==> src/rtl/sat_addsub_pkg.sv <==
// Shared opcodes and saturation-limit helpers for the saturating add/sub pipeline.
package sat_addsub_pkg;

    localparam logic [1:0] OP_ADD  = 2'b00;
    localparam logic [1:0] OP_SUB  = 2'b01;
    localparam logic [1:0] OP_ACC  = 2'b10;
    localparam logic [1:0] OP_LOAD = 2'b11;

    // Limits are built at 64 bits and truncated to the datapath width by the caller.
    function automatic logic [63:0] sat_max_val(input int unsigned width);
        sat_max_val = (64'd1 << (width - 1)) - 64'd1;
    endfunction

    function automatic logic [63:0] sat_min_val(input int unsigned width);
        sat_min_val = 64'd1 << (width - 1);
    endfunction

endpackage

==> src/rtl/cla_adder_n.sv <==
// N-bit carry-lookahead adder from 4-bit lookahead groups with rippled group carries.
module cla_adder_n #(
    parameter int unsigned N = 8
) (
    input  logic [N-1:0] x,
    input  logic [N-1:0] y,
    input  logic         cin,
    output logic [N-1:0] sum,
    output logic         cout,
    output logic         pg,
    output logic         gg
);

    localparam int unsigned NGRP = (N + 3) / 4;
    localparam int unsigned NP   = NGRP * 4;

    logic [NP-1:0]   p;
    logic [NP-1:0]   g;
    logic [NP:0]     c;
    logic [NGRP-1:0] grp_p;
    logic [NGRP-1:0] grp_g;

    // Pad bits propagate so the top carry and group terms reflect only the real bits.
    always_comb begin
        p        = '1;
        g        = '0;
        p[N-1:0] = x ^ y;
        g[N-1:0] = x & y;
    end

    assign c[0] = cin;

    for (genvar k = 0; k < NGRP; k++) begin : g_grp
        localparam int unsigned B = 4 * k;
        assign c[B+1] = g[B] | (p[B] & c[B]);
        assign c[B+2] = g[B+1] | (p[B+1] & g[B]) | (p[B+1] & p[B] & c[B]);
        assign c[B+3] = g[B+2] | (p[B+2] & g[B+1]) | (p[B+2] & p[B+1] & g[B])
                      | (p[B+2] & p[B+1] & p[B] & c[B]);
        assign grp_g[k] = g[B+3] | (p[B+3] & g[B+2]) | (p[B+3] & p[B+2] & g[B+1])
                        | (p[B+3] & p[B+2] & p[B+1] & g[B]);
        assign grp_p[k] = &p[B+3:B];
        assign c[B+4]   = grp_g[k] | (grp_p[k] & c[B]);
    end

    assign sum  = p[N-1:0] ^ c[N-1:0];
    assign cout = c[NP];
    assign pg   = &grp_p;

    always_comb begin
        gg = 1'b0;
        for (int k = 0; k < int'(NGRP); k++) begin
            gg = grp_g[k] | (grp_p[k] & gg);
        end
    end

endmodule

==> src/rtl/sat_addsub_pipe.sv <==
// Two-stage signed add/sub/accumulate unit with saturation and valid/ready flow control.
// WIDTH must be even and at least 4; the low half is summed in S1, the high half in S2.
module sat_addsub_pipe
    import sat_addsub_pkg::*;
#(
    parameter int unsigned WIDTH = 16,
    parameter bit          SAT   = 1'b1
) (
    input  logic             clk,
    input  logic             rst_n,
    input  logic             in_valid,
    output logic             in_ready,
    input  logic [1:0]       op,
    input  logic [WIDTH-1:0] a,
    input  logic [WIDTH-1:0] b,
    output logic             out_valid,
    input  logic             out_ready,
    output logic [WIDTH-1:0] result,
    output logic             ovfl,
    output logic [WIDTH-1:0] acc,
    output logic             sticky_ovfl,
    input  logic             clr_sticky
);

    localparam int unsigned H = WIDTH / 2;
    localparam logic [WIDTH-1:0] SAT_MAX = WIDTH'(sat_max_val(WIDTH));
    localparam logic [WIDTH-1:0] SAT_MIN = WIDTH'(sat_min_val(WIDTH));

    logic [WIDTH-1:0] x;
    logic [WIDTH-1:0] y;
    logic             cin;
    logic [H-1:0]     lo_sum;
    logic             lo_cout;
    logic             lo_pg;
    logic             lo_gg;

    logic             s1_valid;
    logic [H-1:0]     s1_lo;
    logic             s1_c;
    logic [H-1:0]     s1_xh;
    logic [H-1:0]     s1_yh;
    logic [1:0]       s1_op;

    logic [H-1:0]     hi_sum;
    logic             hi_cout;
    logic             hi_pg;
    logic             hi_gg;
    logic             s2_ovfl;
    logic [WIDTH-1:0] s2_res;

    logic             s2_load;
    logic             accept;
    logic             unused_bits;

    always_comb begin
        x   = a;
        y   = b;
        cin = 1'b0;
        unique case (op)
            OP_ADD:  begin x = a;   y = b;  cin = 1'b0; end
            OP_SUB:  begin x = a;   y = ~b; cin = 1'b1; end
            OP_ACC:  begin x = acc; y = a;  cin = 1'b0; end
            OP_LOAD: begin x = a;   y = '0; cin = 1'b0; end
            default: begin x = a;   y = b;  cin = 1'b0; end
        endcase
    end

    cla_adder_n #(.N(H)) u_lo_add (
        .x    (x[H-1:0]),
        .y    (y[H-1:0]),
        .cin  (cin),
        .sum  (lo_sum),
        .cout (lo_cout),
        .pg   (lo_pg),
        .gg   (lo_gg)
    );

    cla_adder_n #(.N(H)) u_hi_add (
        .x    (s1_xh),
        .y    (s1_yh),
        .cin  (s1_c),
        .sum  (hi_sum),
        .cout (hi_cout),
        .pg   (hi_pg),
        .gg   (hi_gg)
    );

    assign unused_bits = ^{lo_pg, lo_gg, hi_cout, hi_pg, hi_gg, s1_op[0]};

    assign s2_load  = s1_valid & (~out_valid | out_ready);
    // An accumulator op in S1 has not yet written acc, so a following ACC/LOAD must wait.
    assign in_ready = (~s1_valid | s2_load) & ~(s1_valid & s1_op[1] & op[1]);
    assign accept   = in_valid & in_ready;

    assign s2_ovfl = (s1_xh[H-1] == s1_yh[H-1]) & (hi_sum[H-1] != s1_xh[H-1]);

    always_comb begin
        s2_res = {hi_sum, s1_lo};
        if (SAT && s2_ovfl) begin
            s2_res = s1_xh[H-1] ? SAT_MIN : SAT_MAX;
        end
    end

    always_ff @(posedge clk or negedge rst_n) begin
        if (!rst_n) begin
            s1_valid <= 1'b0;
            s1_lo    <= '0;
            s1_c     <= 1'b0;
            s1_xh    <= '0;
            s1_yh    <= '0;
            s1_op    <= OP_ADD;
        end else begin
            if (accept) begin
                s1_valid <= 1'b1;
                s1_lo    <= lo_sum;
                s1_c     <= lo_cout;
                s1_xh    <= x[WIDTH-1:H];
                s1_yh    <= y[WIDTH-1:H];
                s1_op    <= op;
            end else if (s2_load) begin
                s1_valid <= 1'b0;
            end
        end
    end

    always_ff @(posedge clk or negedge rst_n) begin
        if (!rst_n) begin
            out_valid   <= 1'b0;
            result      <= '0;
            ovfl        <= 1'b0;
            acc         <= '0;
            sticky_ovfl <= 1'b0;
        end else begin
            if (s2_load) begin
                out_valid <= 1'b1;
                result    <= s2_res;
                ovfl      <= s2_ovfl;
            end else if (out_ready) begin
                out_valid <= 1'b0;
            end
            if (s2_load && s1_op[1]) begin
                acc <= s2_res;
            end
            if (s2_load && s2_ovfl) begin
                sticky_ovfl <= 1'b1;
            end else if (clr_sticky) begin
                sticky_ovfl <= 1'b0;
            end
        end
    end

endmodule

==> config.mk <==
export PLATFORM = sky130hd
export DESIGN_NAME = sat_addsub_pipe
export DESIGN_NICKNAME = d
export VERILOG_FILES = /design/src/rtl/sat_addsub_pkg.sv /design/src/rtl/cla_adder_n.sv /design/src/rtl/sat_addsub_pipe.sv
export SDC_FILE = /design/constraint.sdc
export NUM_CORES = 1
export LEC_CHECK = 0
export BUFFER_PORTS_ARGS = -buffer_cell sky130_fd_sc_hd__buf_2
export CORE_MARGIN = 5
export CORE_UTILIZATION = 40
export DETAILED_ROUTE_END_ITERATION = 16
export GPL_TIMING_DRIVEN = 0
export PLACE_DENSITY = 0.59
export SYNTH_ARGS = -nofsm -noshare
export SYNTH_HDL_FRONTEND = slang
export SYNTH_SLANG_ARGS = --single-unit
==> constraint.sdc <==
create_clock -name clk -period 2.9 [get_ports clk]
set_clock_uncertainty 0.1 [all_clocks]
set_input_delay 0.725 -clock clk [delete_from_list [all_inputs] [get_ports clk]]
set_output_delay 0.725 -clock clk [all_outputs]
set_load 0.01 [all_outputs]
==> results of run 1 <==
-- cell usage in the layout (no fill, tap or decap), types with 2 or more instances in the layout --
cell        instances
a211oi_1            5
a21o_1              4
a21oi_1            16
buf_2              74
buf_4              12
buf_6               2
clkbuf_1            7
clkbuf_4            2
clkbuf_8           10
clkinvlp_4          3
dfrtp_1            62
fa_1                3
ha_1               11
ha_4                4
inv_1               8
mux2_1              4
mux2_2              7
mux2_4              2
mux2i_1             8
nand2_1            68
nor2_1             20
nor2b_1             3
nor2b_4             2
o21a_1              3
o21ai_0            28
o21ai_1            34
o21ai_2             4
xnor2_1            23
xor2_1              2
-- per-stage QoR --
stage          hold WS [ns]  utilization, %  setup TNS, ns
3_3_place_gp          0.367            47.2          -2.15
6_report              0.338            51.1              0
2_1_floorplan         0.329               -         -0.333
5_1_grt               0.407            51.1              0
3_5_place_dp          0.375            47.2          -2.23
4_1_cts               0.369            50.8        -0.0287
-- cells by family (layout without fill, tap and decap cells) --
logic type               count (synthesis)  after routing  share of synthesized area (%)
AND/OR/NAND/NOR                        104            104                           13.4
AO/OA/AOI/OAI                          102            102                           17.0
flip-flops                              62             62                           44.9
buffers and inverters                   27            124                           3.47
XOR/XNOR                                25             25                           6.33
multiplexers                            22             22                           6.84
adder cells (fa/ha/maj)                 20             20                           8.07
-- path summary, 6_finish.rpt --
kind                           start     endpoint  slack [ns]  cells after the start
max in group asynchronous      rst_n    result[4]        1.81                      1
max reg2reg                   acc[1]     s1_lo[4]        0.49                      8
min in group clk           result[6]    result[6]        0.39                      2
min reg2reg                result[6]    result[6]        0.39                      2
min                            rst_n  sticky_ovfl        0.34                      1
max                            op[0]     s1_lo[4]        0.09                     11
-- state kept, by name, summed over array words and instances (netlist names) --
register and count:
s1_lo 8, s1_c 1, s1_xh 8, s1_valid 1
sticky_ovfl 1, s1_op 1, s1_yh 8, ovfl 1
out_valid 1, acc 16, result 16
-- timing repair --
action / 4_1_cts / 5_1_grt
pin swaps: 5 / 5
gates cloned: 0 / 0
setup endpoints to repair: 4 / 5
setup buffers: 9 / 1
resized for setup: 10 / 12
-- power by group through the flow --
stage	combinational [mW]	clock, mW	sequential (mW)
6_report	1.60	0.810	1.43
5_1_grt	1.78	0.865	1.48
4_1_cts	1.60	0.819	1.44
3_5_place_dp	1.57	0	1.45
3_3_place_gp	1.54	0	1.44
2_1_floorplan	0.909	0	1.50
-- area by class of cell --
type / count / area [sq um] / share of cell area (%)
inverters: 8 / 30.0 / 0.687
repair buffers: 83 / 449 / 10.3
multi-input cells: 273 / 1880 / 43.0
well taps: 108 / 135 / 3.09
clock inverters: 6 / 70.1 / 1.60
clock buffers: 10 / 138 / 3.15
flip-flops and latches: 62 / 1550 / 35.5
plain buffers: 17 / 115 / 2.63
-- routing by layer --
metal  vias to the layer above  global-route usage, %  part of all wire, %
met1                      1385                   25.6                   45
met2                        86                   31.8                   49
met4                         0                   4.18                  1.2
met5                         -                      0                    0
met3                         9                   4.26                  5.6
li1                       1424                      -                    -
-- worst max-delay path: stages --
cell and delay, ns:
buf_6 0.13, nor2b_4 0.23, buf_12 0.15, mux2_4 0.31
ha_4 0.16, a21o_1 0.15, a31o_4 0.21, a21o_1 0.18
a21oi_2 0.15, fa_2 0.46, o21ai_2 0.13
==> reports/results.ini, run 1 <==
[worst_setup_path]
path_max_fanout = 9
worstPathArrival_ns = 3.00
start_kind = input pin
crit_type = input pin to register
required_ns = 3.09
cp-end-kind = register

[power_and_ir_drop]
peakVddDrop_mv = 0.346
pwr-share-clk_pct = 21.1
p_switching_mw = 1.53
pwr-share-seq_pct = 37.3
power_leakage_nw = 2.06
pwr-share-comb_pct = 41.6
power.internal_mw = 2.32
sw_frac_of_total_pct = 39.8
power.density_nw_per_um2 = 880
p_total_mw = 3.85

[die]
core_sq_um = 8550
die_h_microns = 103
die-area_sq_um = 10600
row_count = 34
initial_core_util_pct = 40.4
io_pins = 75
dieWidth_microns = 103

[clock_network]
clock_latency_ns = 0.36
cts_sinks = 62
clockRootBuffer = clkbuf_8
cts_tree = yes
cts.clk_slew.worst_paths_ns = 0.09
cts_buffers = 9
hold_buffers = 0
cts.htree.levels = 3
cts_buffer_depth = 2

[placement]
place_area_sq_um = 4040
place_ws_ns = -0.553
place_hpwl_microns = 6990
routabilityCongestion = 0.909
place_inst = 543
portBuffers = 73

[drt]
postRouteAntennaNets = 0
drc = 0
finalWirelength_microns = 9680
drt-initial-drc-count = 110
wl_per_cell_microns = 17.1
viasPerCell = 5.12
vias = 2904
drtPass1Iterations = 4

[global_route]
grt_overflow_total = 0
grt_pass1_wl_microns = 15400
grt_pass1_vias = 2983
antenna_found_initial = 0
grt_usage_pct = 19.1
grt_max_degree = 63

[yosys]
synth_top_cells_by_area = dfrtp_1 (45%), nand2_1 (7.4%), xnor2_1 (5.8%)
syn_area_sq_um = 3460
synth_common_cells = nand2_1 (68), dfrtp_1 (62), o21ai_0 (33)
ys_seq_elements = 62
synthCells = 362
yosys_warnings = 0
synth_edf_count = 0
synthDistinctLibCells = 41
yosysTopAreaCell = dfrtp_1
avgSynthCellArea_sq_um = 9.55
seq_area_frac_synth_pct = 44.9
syn_nets = 420
synth_top_area_share_pct = 44.9
synthFlopType = dfrtp_1
ys_async_sr_fraction_pct = 100
yosys.cell_count.top_type = nand2_1

[timing]
fmax_ghz = 0.356
fin_crit_ns = 2.81
worstMarginPinSlew_ns = 0.808
fin_crit_sh_pct = 96.9
drv_slew = 0
maxSlewHeadroom_pct = 46.1
rsz0062_at_grt = false
setup_viol = 0
hold_viol = 0
setup_slack_ns = 0.0902

[min_path]
holdCritPathClass = input pin to asynchronous set/reset pin

[finish]
instances_no_fill = 567
synthToLayoutAreaGrowth_pct = 26.4
fill_cells = 845
final_nets = 512
diodes = 0
drive_above_1_share_pct = 30.5
stdcell_area_sq_um = 4370

[outcome]
outcome = completed

[job]
drv_cap = 0

(Power assumes the default switching activity.)
==> run 2: changes to the inputs <==
- ABC_AREA: unset -> 1
- PLACE_DENSITY: 0.59 -> 0.58
- clock period: 2.9 -> 3 ns (I/O delays scaled with it)
==> run 2 against run 1 <==
Compared with the run above: synthesized area rose by 7.2%; critical path depth rose by 4; clock-buffer cell count did not move; routed wire length rose by 15%; combinational power barely moved; global-route usage rose by 1.2 points; sequential cell count did not move; largest cell class unchanged; cell area rose by 2.2%; via count rose by 22%; total power fell by 0.83%.
==> reports/results.ini, run 2 <==
[outcome]
outcome = completed

[timing]
holdWs_ns = 0.371  ; +0.0331 ns
hold_viol = 0  ; unchanged
setup_viol = 0  ; unchanged
fin_crit_ns = 2.85
rsz0062_at_grt = false
maxSlewHeadroom_pct = 46.0  ; -0.12 points
fin_crit_sh_pct = 95.0
drv_slew = 0  ; unchanged
fmax_ghz = 0.351
worstMarginPinSlew_ns = 0.810  ; +0.00178 ns

[yosys]
ys_seq_elements = 62  ; unchanged
synthDistinctLibCells = 42  ; +2.4%
synth_top_area_share_pct = 41.8  ; -3.0 points
synthFlopType = dfrtp_1
synthCells = 469  ; +30%
ys_async_sr_fraction_pct = 100  ; unchanged
seq_area_frac_synth_pct = 41.8  ; -3.0 points
synth_common_cells = nand2_1 (143), dfrtp_1 (62), inv_1 (43)
avgSynthCellArea_sq_um = 7.90  ; -17%
yosysTopAreaCell = dfrtp_1
yosys.cell_count.top_type = nand2_1
syn_area_sq_um = 3710  ; +7.2%
synth_top_cells_by_area = dfrtp_1 (42%), nand2_1 (14%), ha_1 (5.1%)
synth_edf_count = 0  ; unchanged
yosys_warnings = 0  ; unchanged
syn_nets = 527  ; +25%

[global_route]
grt_pass1_wl_microns = 17800  ; +16%
antenna_found_initial = 0  ; unchanged
grt_max_degree = 63  ; unchanged
grt_usage_pct = 20.4  ; +1.2 points
grt_overflow_total = 0  ; unchanged
grt_pass1_vias = 3411  ; +14%

[drt]
postRouteAntennaNets = 0  ; unchanged
drt-initial-drc-count = 200  ; +82%
finalWirelength_microns = 11200  ; +15%
vias = 3544  ; +22%
wl_per_cell_microns = 16.7  ; -2.3%
drc = 0  ; unchanged
viasPerCell = 5.29  ; +3.3%
drtPass1Iterations = 5  ; +1

[clock_network]
clock_latency_ns = 0.35  ; about the same
cts_sinks = 62  ; unchanged
cts.clk_slew.worst_paths_ns = 0.07  ; -0.02 ns
cts_buffer_depth = 2  ; unchanged
cts_buffers = 9  ; unchanged
clockRootBuffer = clkbuf_8
hold_buffers = 0  ; unchanged
cts.htree.levels = 3  ; unchanged
cts_tree = yes

[job]
drv_cap = 0  ; unchanged

[finish]
instances_no_fill = 670  ; +18%
diodes = 0  ; unchanged
stdcell_area_sq_um = 4470  ; +2.2%
final_common_cell = nand2_1
drive_above_1_share_pct = 25.2  ; -5.3 points
layout_common_cells = nand2_1 (142), buf_2 (80), dfrtp_1 (62)
top_regs = acc (16), result (16)
final_nets = 612  ; +20%
synthToLayoutAreaGrowth_pct = 20.5

[worst_setup_path]
cp-end-kind = register
required_ns = 3.17  ; +0.08 ns
worstPathArrival_ns = 3.02  ; +0.02 ns
crit_top_cell = nand2_1
crit_type = input pin to register
start_kind = input pin
path_cells = buf_2 > inv_2 > nand2_4 > buf_4 > nand2_1 > o21ai_0 > ha_1 > nand2_1 > o21ai_2 > nand2_1 > nand2_2 > inv_1 > fa_1 > xor2_1 > o21ai_1
cp_slowest_cell = fa_1
path_max_fanout = 10  ; +1
worst_path_largest_cell_delay_ns = 0.43  ; -0.03 ns

[placement]
routabilityCongestion = 0.863  ; -5.0%
place_hpwl_microns = 8170  ; +17%
place_inst = 653  ; +20%
portBuffers = 73  ; unchanged
place_area_sq_um = 4220  ; +4.5%

[power_and_ir_drop]
peakVddDrop_mv = 0.316  ; -8.6%
p_total_mw = 3.81  ; -0.83%
power.density_nw_per_um2 = 854  ; -3.0%
power_leakage_nw = 2.42  ; +17%

[die]
initial_core_util_pct = 40.5  ; +0.076 points
row_count = 35  ; +2.9%
dieWidth_microns = 106  ; +3.2%
die_h_microns = 106  ; +3.2%
io_pins = 75  ; unchanged
die-area_sq_um = 11300  ; +6.5%
core_sq_um = 9150  ; +7.0%

[min_path]
holdCritPathClass = input pin to asynchronous set/reset pin

[run 2: critical path, delay by kind of cell]
family	cells	cell delay, ns
adder cells (fa/ha/maj)	2	0.77
buffers and inverters	4	0.52
AND/OR/NAND/NOR	5	0.46
AO/OA/AOI/OAI	3	0.37
XOR/XNOR	1	0.15
[run 2: cell type report]
cell class	instances	area, sq um
fillers	922	4690
multi-input cells	338	1840
flip-flops and latches	62	1550
repair buffers	74	375
inverters	48	188
plain buffers	21	148
well taps	111	139
clock buffers	10	138
clock inverters	6	85.1
[run 2: power breakdown]
part           total, mW  switching [mW]  leakage [nW]  internal [mW]
sequential          1.35           0.197         0.768           1.15
combinational       1.62            1.00          1.54          0.621
clock              0.841           0.353         0.108          0.487
total               3.81            1.55          2.42           2.26
[run 2: per-layer routing]
layer	up-vias	GRT usage (%)	wire length (microns)
li1	1715	-	-
met1	1709	28.2	5270
met2	102	32.0	5120
met3	18	3.70	569
met4	0	6.85	227
met5	-	0	0
[run 2: timing repair]
item	CTS	global route
setup endpoints to repair	2	2
pin swaps	0	1
buffers inserted	0	1
resized for setup	5	9
[run 2: final timing paths]
kind,from,slack (ns),cells past startpoint,endpoint
worst min-delay path,rst_n,0.37,1,s1_xh[1]
worst min register to register,result[12],0.38,2,result[12]
worst max register to register,acc[1],0.71,11,s1_lo[5]
max in group asynchronous,rst_n,1.87,1,s1_lo[4]
min in group clk,result[12],0.38,2,result[12]
worst max-delay path,op[0],0.15,15,s1_lo[5]
[run 2: per-stage QoR]
stage | setup TNS (ns) | utilization [%] | worst slack (ns)
6_report | 0 | 48.8 | 0.150
5_1_grt | 0 | 48.8 | 0.0295
3_3_place_gp | -1.02 | 46.0 | -0.491
3_5_place_dp | -1.16 | 46.1 | -0.506
4_1_cts | 0 | 48.6 | 0.0113
2_1_floorplan | 0 | - | 0.0487
[run 2: cells by family after synthesis]
logic type | synth area share [%]
compound gates | 14.5
xor+xnor | 1.18
fa+ha+maj | 7.22
buf+inv | 8.67
flops | 41.8
simple gates | 26.6
